### src/rtl/sync_fifo.sv
// Single-clock FIFO with registered read data and an occupancy counter.
// Overflow and underflow requests are dropped silently; reset clears control state but not storage.
module sync_fifo #(
  parameter int DATA_WIDTH = 8,
  parameter int BUF_WIDTH  = 3
) (
  input  logic                  clk,
  input  logic                  rst,
  input  logic [DATA_WIDTH-1:0] buf_in,
  input  logic                  wr_en,
  input  logic                  rd_en,
  output logic [DATA_WIDTH-1:0] buf_out,
  output logic                  buf_empty,
  output logic                  buf_full,
  output logic [BUF_WIDTH:0]    fifo_counter
);

  localparam int DEPTH = 1 << BUF_WIDTH;
  localparam logic [BUF_WIDTH:0] DEPTH_CNT = {1'b1, {BUF_WIDTH{1'b0}}};

  logic [DATA_WIDTH-1:0] mem_q [DEPTH];

  logic [BUF_WIDTH-1:0]  wr_ptr_q, wr_ptr_d;
  logic [BUF_WIDTH-1:0]  rd_ptr_q, rd_ptr_d;
  logic [BUF_WIDTH:0]    count_q, count_d;
  logic [DATA_WIDTH-1:0] buf_out_q, buf_out_d;

  logic wr_accept;
  logic rd_accept;

  // Flags derive from the counter alone, so a full FIFO refuses writes even
  // when a read is accepted on the same edge.
  assign buf_empty    = (count_q == '0);
  assign buf_full     = (count_q == DEPTH_CNT);
  assign fifo_counter = count_q;
  assign buf_out      = buf_out_q;

  assign wr_accept = wr_en && !buf_full;
  assign rd_accept = rd_en && !buf_empty;

  always_comb begin
    // NOTE: every output of this block gets a default first so no latch is inferred.
    wr_ptr_d  = wr_ptr_q;
    rd_ptr_d  = rd_ptr_q;
    count_d   = count_q;
    buf_out_d = buf_out_q;

    if (wr_accept) begin
      wr_ptr_d = wr_ptr_q + BUF_WIDTH'(1);
    end

    if (rd_accept) begin
      rd_ptr_d  = rd_ptr_q + BUF_WIDTH'(1);
      buf_out_d = mem_q[rd_ptr_q];
    end

    case ({wr_accept, rd_accept})
      2'b10:   count_d = count_q + 1'b1;
      2'b01:   count_d = count_q - 1'b1;
      default: count_d = count_q;
    endcase
  end

  // NOTE: sequential state is updated with non-blocking assignments only.
  always_ff @(posedge clk) begin
    if (rst) begin
      wr_ptr_q  <= '0;
      rd_ptr_q  <= '0;
      count_q   <= '0;
      buf_out_q <= '0;
    end else begin
      wr_ptr_q  <= wr_ptr_d;
      rd_ptr_q  <= rd_ptr_d;
      count_q   <= count_d;
      buf_out_q <= buf_out_d;
    end
  end

  // NOTE: the storage array has no reset; stale words are unreachable once the pointers clear.
  always_ff @(posedge clk) begin
    if (wr_accept && !rst) begin
      mem_q[wr_ptr_q] <= buf_in;
    end
  end

endmodule

### config.mk
export PLATFORM = sky130hd
export DESIGN_NAME = sync_fifo
export DESIGN_NICKNAME = d
export VERILOG_FILES = /design/src/rtl/sync_fifo.sv
export SDC_FILE = /design/constraint.sdc
export NUM_CORES = 1
export LEC_CHECK = 0
export BUFFER_PORTS_ARGS = -buffer_cell sky130_fd_sc_hd__buf_2
export CAP_MARGIN = 20
export CORE_MARGIN = 8
export CORE_UTILIZATION = 48
export DETAILED_ROUTE_END_ITERATION = 16
export HOLD_SLACK_MARGIN = 0.03
export PLACE_DENSITY_LB_ADDON = 0.08
export SYNTH_ARGS = -nofsm -noshare
export SYNTH_HDL_FRONTEND = slang
export SYNTH_SLANG_ARGS = --single-unit
### constraint.sdc
create_clock -name clk -period 3.2 [get_ports clk]
set_input_delay 0 -clock clk [delete_from_list [all_inputs] [get_ports clk]]
set_output_delay 0 -clock clk [all_outputs]
set_load 0.03 [all_outputs]
==> impl_metrics.py, run 1 <==
metrics = {
    "worst_setup_path": {
        "worst_setup_path_end_kind": "flop",
        "path_class": "reg2reg",
        "worstRegToRegCells": 8,
        "timing.critical_path.to": "fifo_counter[3]",
        "cpMostUsedCell": "a21oi_1",
        "critPathRequiredTime_ns": 3.47,
        "crit_chain": "or4b_1 > nand2_8 > ha_1 > ha_1 > a21oi_1 > a21oi_1 > or4_1 > a21oi_1",
        "max_stage_delay_ns": 0.72,
        "startpoint": "fifo_counter[0]",
        "cp_max_fo": 7,
        "r2r-start": "fifo_counter[0]",
        "worst_ep_arrival_time_ns": 3.09,
        "ff2ff_setup_slack_ns": 0.37,
        "timing.rr.end": "fifo_counter[3]",
        "cpMaxStageDelayCell": "or4b_1",
        "worst_setup_path_start_kind": "flop",
    },
    "timing": {
        "rsz0062_at_grt": "false",
        "timing.final.crit_share_pct": 88.4,
        "period_needed_ns": 2.83,
        "fin_setup_tns_ns": 0,
        "fmax_ghz": 0.354,
        "clock_skew_ns": 0.00956,
        "slew_headroom_pct": 42.2,
        "slew_violations": 0,
        "worst_pin_slew_ns": 0.866,
        "hold_viol_final": 0,
        "setup_viol": 0,
        "worst_slack_ns": 0.372,
    },
    "yosys": {
        "yosysUniqueCellTypes": 35,
        "syn_area_per_cell_um2": 17.0,
        "synth_edf_count": 64,
        "syn_inst": 193,
        "synthFlopType": "edfxtp_1",
        "ys_seq_area_share_pct": 69.4,
        "synth_nets": 211,
        "yosys_register_bits": 82,
        "ys_warn_count": 0,
        "async_flop_share_pct": 0,
        "syn-cell-area_um2": 3290,
    },
    "global_routing": {
        "overflow": 0,
        "grt_usage_pct": 13.5,
        "grt_pass1_wl_um": 9860,
        "grt_max_degree": 23,
        "antenna_found_initial": 0,
        "grt_pass1_vias": 1897,
    },
    "cells_and_area": {
        "layout.cells.non_filler": 324,
        "final_common_cell": "edfxtp_1",
        "area.sequential_um2": 2280,
        "nFillCells": 527,
        "post-route-util_pct": 56.9,
        "final_cell_mix": "64 x edfxtp_1, 25 x buf_2, 23 x nor2_1, 18 x dfxtp_1, 16 x mux4_2",
        "multi_input_area_um2": 931,
        "area_delta_synth_final_pct": 16.2,
        "drive_gt1_share_pct": 34.0,
        "diodes": 0,
        "fin_nets": 257,
    },
    "pwr": {
        "peakVddDrop_v": 0.000347,
        "p_leak_nw": 1.33,
        "p_per_area_nw_per_um2": 773,
    },
    "outcome": {
        "outcome": "completed",
    },
    "detailed_routing": {
        "avgRoutedWirePerCell_um": 19.4,
        "vias_per_cell": 5.58,
        "drc": 0,
        "dr.pass1.iters": 4,
        "drt-initial-drc-count": 55,
        "ant_nets": 0,
        "via_count": 1809,
        "wl_um": 6270,
    },
    "clocking": {
        "post-cts-setup-buffers": 0,
        "clock_latency_ns": 0.34,
        "path_clk_slew_ns": 0.09,
        "cts_buffers": 9,
        "cts.sinks": 82,
        "htreeDepth": 3,
        "cts_buffer_depth": 2,
        "post_cts_resized": 0,
        "root_buffer": "clkbuf_8",
        "tritoncts": "yes",
    },
    "floorplan": {
        "die_h_um": 98.8,
        "initial_core_util_pct": 49.0,
        "dieArea_um2": 9760,
        "io_pins": 26,
        "core_um2": 6720,
        "floorplan.rows": 30,
        "die_x_um": 98.8,
    },
    "placed_design": {
        "dp.cells": 299,
        "place_hpwl_um": 4050,
        "dp_slack_ns": 0.401,
        "gp_congestion": 0.739,
        "io_buffers": 25,
    },
    "flow_run": {
        "maxCapViolCount": 0,
    },
    "worst_hold_path": {
        "hold_class": "in2reg",
    },
}
## metal layers
layer  vias up  GRT usage, %  part of all wire (%)
li1        841             -                     -
met2        40          23.3                    51
met3         9          3.24                   4.4
met1       919          15.4                    43
met4         0          6.14                   1.2
met5         -             0                     0
## critical path: cells and delay by family, from the launching register on
kind                     cells  cell delay [ns]
AO/OA/AOI/OAI                3             0.49
adder cells (fa/ha/maj)      2             0.50
flip-flops                   1             0.39
AND/OR/NAND/NOR              3             1.38
## worst min-delay path by stage
stage / startpoint / to / slack, ns / cells after the start
after floorplan: buf_in[0] / mem_q[0][0] / 0.1 / 0
after global placement: buf_in[4] / mem_q[0][4] / 0.25 / 1
after detailed placement: buf_in[7] / mem_q[7][7] / 0.27 / 1
after CTS: rst / rd_ptr_q[0] / 0.11 / 2
after global routing: rst / fifo_counter[2] / 0.12 / 2
final: rst / rd_ptr_q[1] / 0.11 / 2
## synthesized netlist by cell type, drive strengths merged, types with 2 or more instances
master	n	area, um2
nor3	11	95.1
dfxtp	18	360
nor4	2	12.5
o22ai	8	50.1
nor2	23	86.3
nand3	4	25.0
xor2	5	51.3
a21oi	6	33.8
ha	5	62.6
nand2	6	43.8
inv	4	15.0
edfxtp	64	1920
mux4	16	360
buf	9	63.8
## stage by stage
step | cell area, um2 | hold slack, ns | power (mW)
finish | 3820 | 0.113 | 2.96
global route | 3820 | 0.120 | 3.10
CTS | 3820 | 0.105 | 2.99
detailed placement | 3540 | 0.268 | 2.24
global placement | 3540 | 0.255 | 2.20
floorplan | 3290 | 0.0989 | 2.03
## registers in the layout, indices dropped and copies added (netlist names)
register      cells
mem_q            64
wr_ptr_q          3
fifo_counter      4
buf_out           8
rd_ptr_q          3
## power breakdown
part | leakage [nW] | total, mW | switching, mW | internal, mW
sequential | 0.726 | 1.32 | 0.0793 | 1.24
combinational | 0.503 | 0.885 | 0.527 | 0.358
clock | 0.100 | 0.747 | 0.381 | 0.366
## what timing repair did
action                                 CTS  global route
setup endpoints to repair                0             0
endpoints found under the hold margin   65             0
hold buffers                             9             0
## cell families (layout without fill, tap and decap cells)
| kind of cell | after synthesis | in the layout | share of synthesized area (%) |
|---|---|---|---|
| muxes | 17 | 17 | 11.3 |
| AOI/OAI and AO/OA | 16 | 16 | 3.12 |
| adders and majority gates | 6 | 6 | 2.51 |
| xor gates and xnor gates | 6 | 6 | 1.83 |
| buffers and inverters | 14 | 65 | 2.51 |
| DFF | 82 | 82 | 69.4 |
| and+or+nand+nor | 52 | 52 | 9.40 |
## layout make-up
| class | instances | area share [%] |
|---|---|---|
| clock buffers | 9 | 3.24 |
| clock inverters | 7 | 1.93 |
| inverters | 4 | 0.393 |
| multi-input cells | 97 | 24.3 |
| flip-flops and latches | 82 | 59.7 |
| well taps | 80 | 2.62 |
| repair buffers | 45 | 7.79 |
Power figures use the tool's default switching activity.
==> run 2: changes to the inputs <==
--- a/config.mk
+++ b/config.mk
@@ -7,7 +7,7 @@
 export LEC_CHECK = 0
 export BUFFER_PORTS_ARGS = -buffer_cell sky130_fd_sc_hd__buf_2
 export CAP_MARGIN = 20
-export CORE_MARGIN = 8
+export CORE_MARGIN = 2
 export CORE_UTILIZATION = 48
 export DETAILED_ROUTE_END_ITERATION = 16
 export HOLD_SLACK_MARGIN = 0.03
==> impl_metrics.py, run 2 (synthesis gave the netlist of run 1 again) <==
metrics = {
    "outcome": {
        "outcome": "completed",
    },
    "timing": {
        "rsz0062_at_grt": "false",
        "clock_skew_ns": 0.00505,
        "worst_pin_slew_ns": 0.955,
        "hold_slack_ns": 0.121,
        "fin_setup_tns_ns": 0,
        "slew_headroom_pct": 36.3,
        "timing.final.crit_share_pct": 88.9,
        "setup_viol": 0,
        "hold_viol_final": 0,
        "slew_violations": 0,
        "fmax_ghz": 0.351,
        "period_needed_ns": 2.85,
    },
    "pwr": {
        "p_per_area_nw_per_um2": 803,
        "p_leak_nw": 1.34,
        "peakVddDrop_v": 0.000343,
    },
    "clocking": {
        "tritoncts": "yes",
        "postCtsHoldBufs": 9,
        "clock_latency_ns": 0.34,
        "cts.sinks": 82,
        "post-cts-setup-buffers": 0,
        "cts_buffers": 9,
        "root_buffer": "clkbuf_8",
        "cts_buffer_depth": 2,
        "post_cts_resized": 0,
        "path_clk_slew_ns": 0.08,
        "htreeDepth": 3,
    },
    "worst_setup_path": {
        "path_class": "reg2reg",
        "critPathRequiredTime_ns": 3.47,
        "path_delay_family": "simple AND/OR/NAND/NOR gates",
        "cpMaxStageDelayCell": "or4b_1",
        "cpMostUsedCell": "a21oi_1",
        "cp_num_cells": 8,
        "worst_ep_arrival_time_ns": 3.11,
        "cp_max_fo": 7,
        "worstRegToRegCells": 8,
        "critPathBufInv": 0,
        "worst_setup_path_end_kind": "flop",
        "worst_setup_path_start_kind": "flop",
        "crit_chain": "or4b_1 > nand2_8 > ha_1 > ha_1 > a21oi_1 > a21oi_1 > or4_1 > a21oi_1",
        "max_stage_delay_ns": 0.73,
    },
    "cells_and_area": {
        "fin_nets": 256,
        "regMostFlops": "mem_q",
        "final_cell_mix": "64 x edfxtp_1, 25 x buf_2, 23 x nor2_1, 18 x dfxtp_1, 16 x mux4_2",
        "diodes": 0,
        "post-route-util_pct": 57.5,
        "nFillCells": 529,
        "largest_reg_flops": 64,
        "layout.cells.non_filler": 323,
        "drive_gt1_share_pct": 33.7,
        "final_common_cell": "edfxtp_1",
        "area_delta_synth_final_pct": 17.5,
    },
    "floorplan": {
        "dieArea_um2": 7530,
        "floorplan.rows": 30,
        "die_x_um": 86.8,
        "initial_core_util_pct": 49.0,
        "core_um2": 6720,
        "die_h_um": 86.8,
        "io_pins": 26,
    },
    "placed_design": {
        "io_buffers": 25,
        "dp.cells": 298,
        "place_hpwl_um": 4090,
        "gp_congestion": 0.757,
    },
    "global_routing": {
        "grt_max_degree": 23,
        "grt_pass1_wl_um": 10300,
        "grt_pass1_vias": 1966,
        "grt_usage_pct": 19.3,
        "overflow": 0,
        "antenna_found_initial": 0,
    },
    "detailed_routing": {
        "dr.pass1.iters": 4,
        "avgRoutedWirePerCell_um": 19.8,
        "wl_um": 6400,
        "drt-initial-drc-count": 152,
        "vias_per_cell": 5.64,
        "via_count": 1822,
        "drc": 0,
        "ant_nets": 0,
    },
    "flow_run": {
        "maxCapViolCount": 0,
    },
    "worst_hold_path": {
        "hold_class": "in2reg",
        "hold_depth": 2,
    },
}
## run 2: changes by cell type in the layout (fill, tap and decap cells not counted), sizes merged
cell / previous run / this run
buf: 36 / 35
bufinv: 1 / 3
clkinv: 2 / 0
clkinvlp: 1 / 2
inv: 7 / 6
## run 2: through the flow
| step | worst slack [ns] | total power, mW | instance area [um2] |
|---|---|---|---|
| floorplan | 0.599 | 2.03 | 3290 |
| global placement | 0.577 | 2.19 | 3530 |
| detailed placement | 0.381 | 2.23 | 3530 |
| CTS | 0.367 | 3.14 | 3860 |
| global route | 0.217 | 3.27 | 3860 |
| finish | 0.354 | 3.10 | 3860 |
## run 2: final timing paths
check | startpoint | to | slack, ns
worst max register to register | fifo_counter[0] | fifo_counter[3] | 0.35
worst min-delay path | rst | fifo_counter[1] | 0.12
worst max-delay path | fifo_counter[0] | fifo_counter[3] | 0.35
worst min register to register | buf_out[5] | buf_out[5] | 0.50
## run 2: report_power, final
| part | internal (mW) | leakage, nW | switching (mW) |
|---|---|---|---|
| logic | 0.357 | 0.498 | 0.523 |
| registers | 1.24 | 0.726 | 0.0863 |
| clock network | 0.523 | 0.116 | 0.370 |
## run 2: final cells by class
cell class | count | area [um2] | share of cell area, %
Inverter | 4 | 15.0 | 0.388
Clock inverter | 7 | 123 | 3.17
Sequential cell | 82 | 2280 | 59.0
Clock buffer | 9 | 124 | 3.20
Timing Repair Buffer | 44 | 290 | 7.51
Tap cell | 80 | 100 | 2.59
Multi-Input combinational cell | 97 | 931 | 24.1
## run 2: metal layers
layer / track usage [%] / share of wire, % / vias to the layer above
li1: - / - / 835
met1: 24.4 / 42 / 923
met2: 31.5 / 51 / 49
met3: 5.43 / 4.6 / 15
met4: 7.53 / 1.7 / 0
met5: 0 / 0 / -
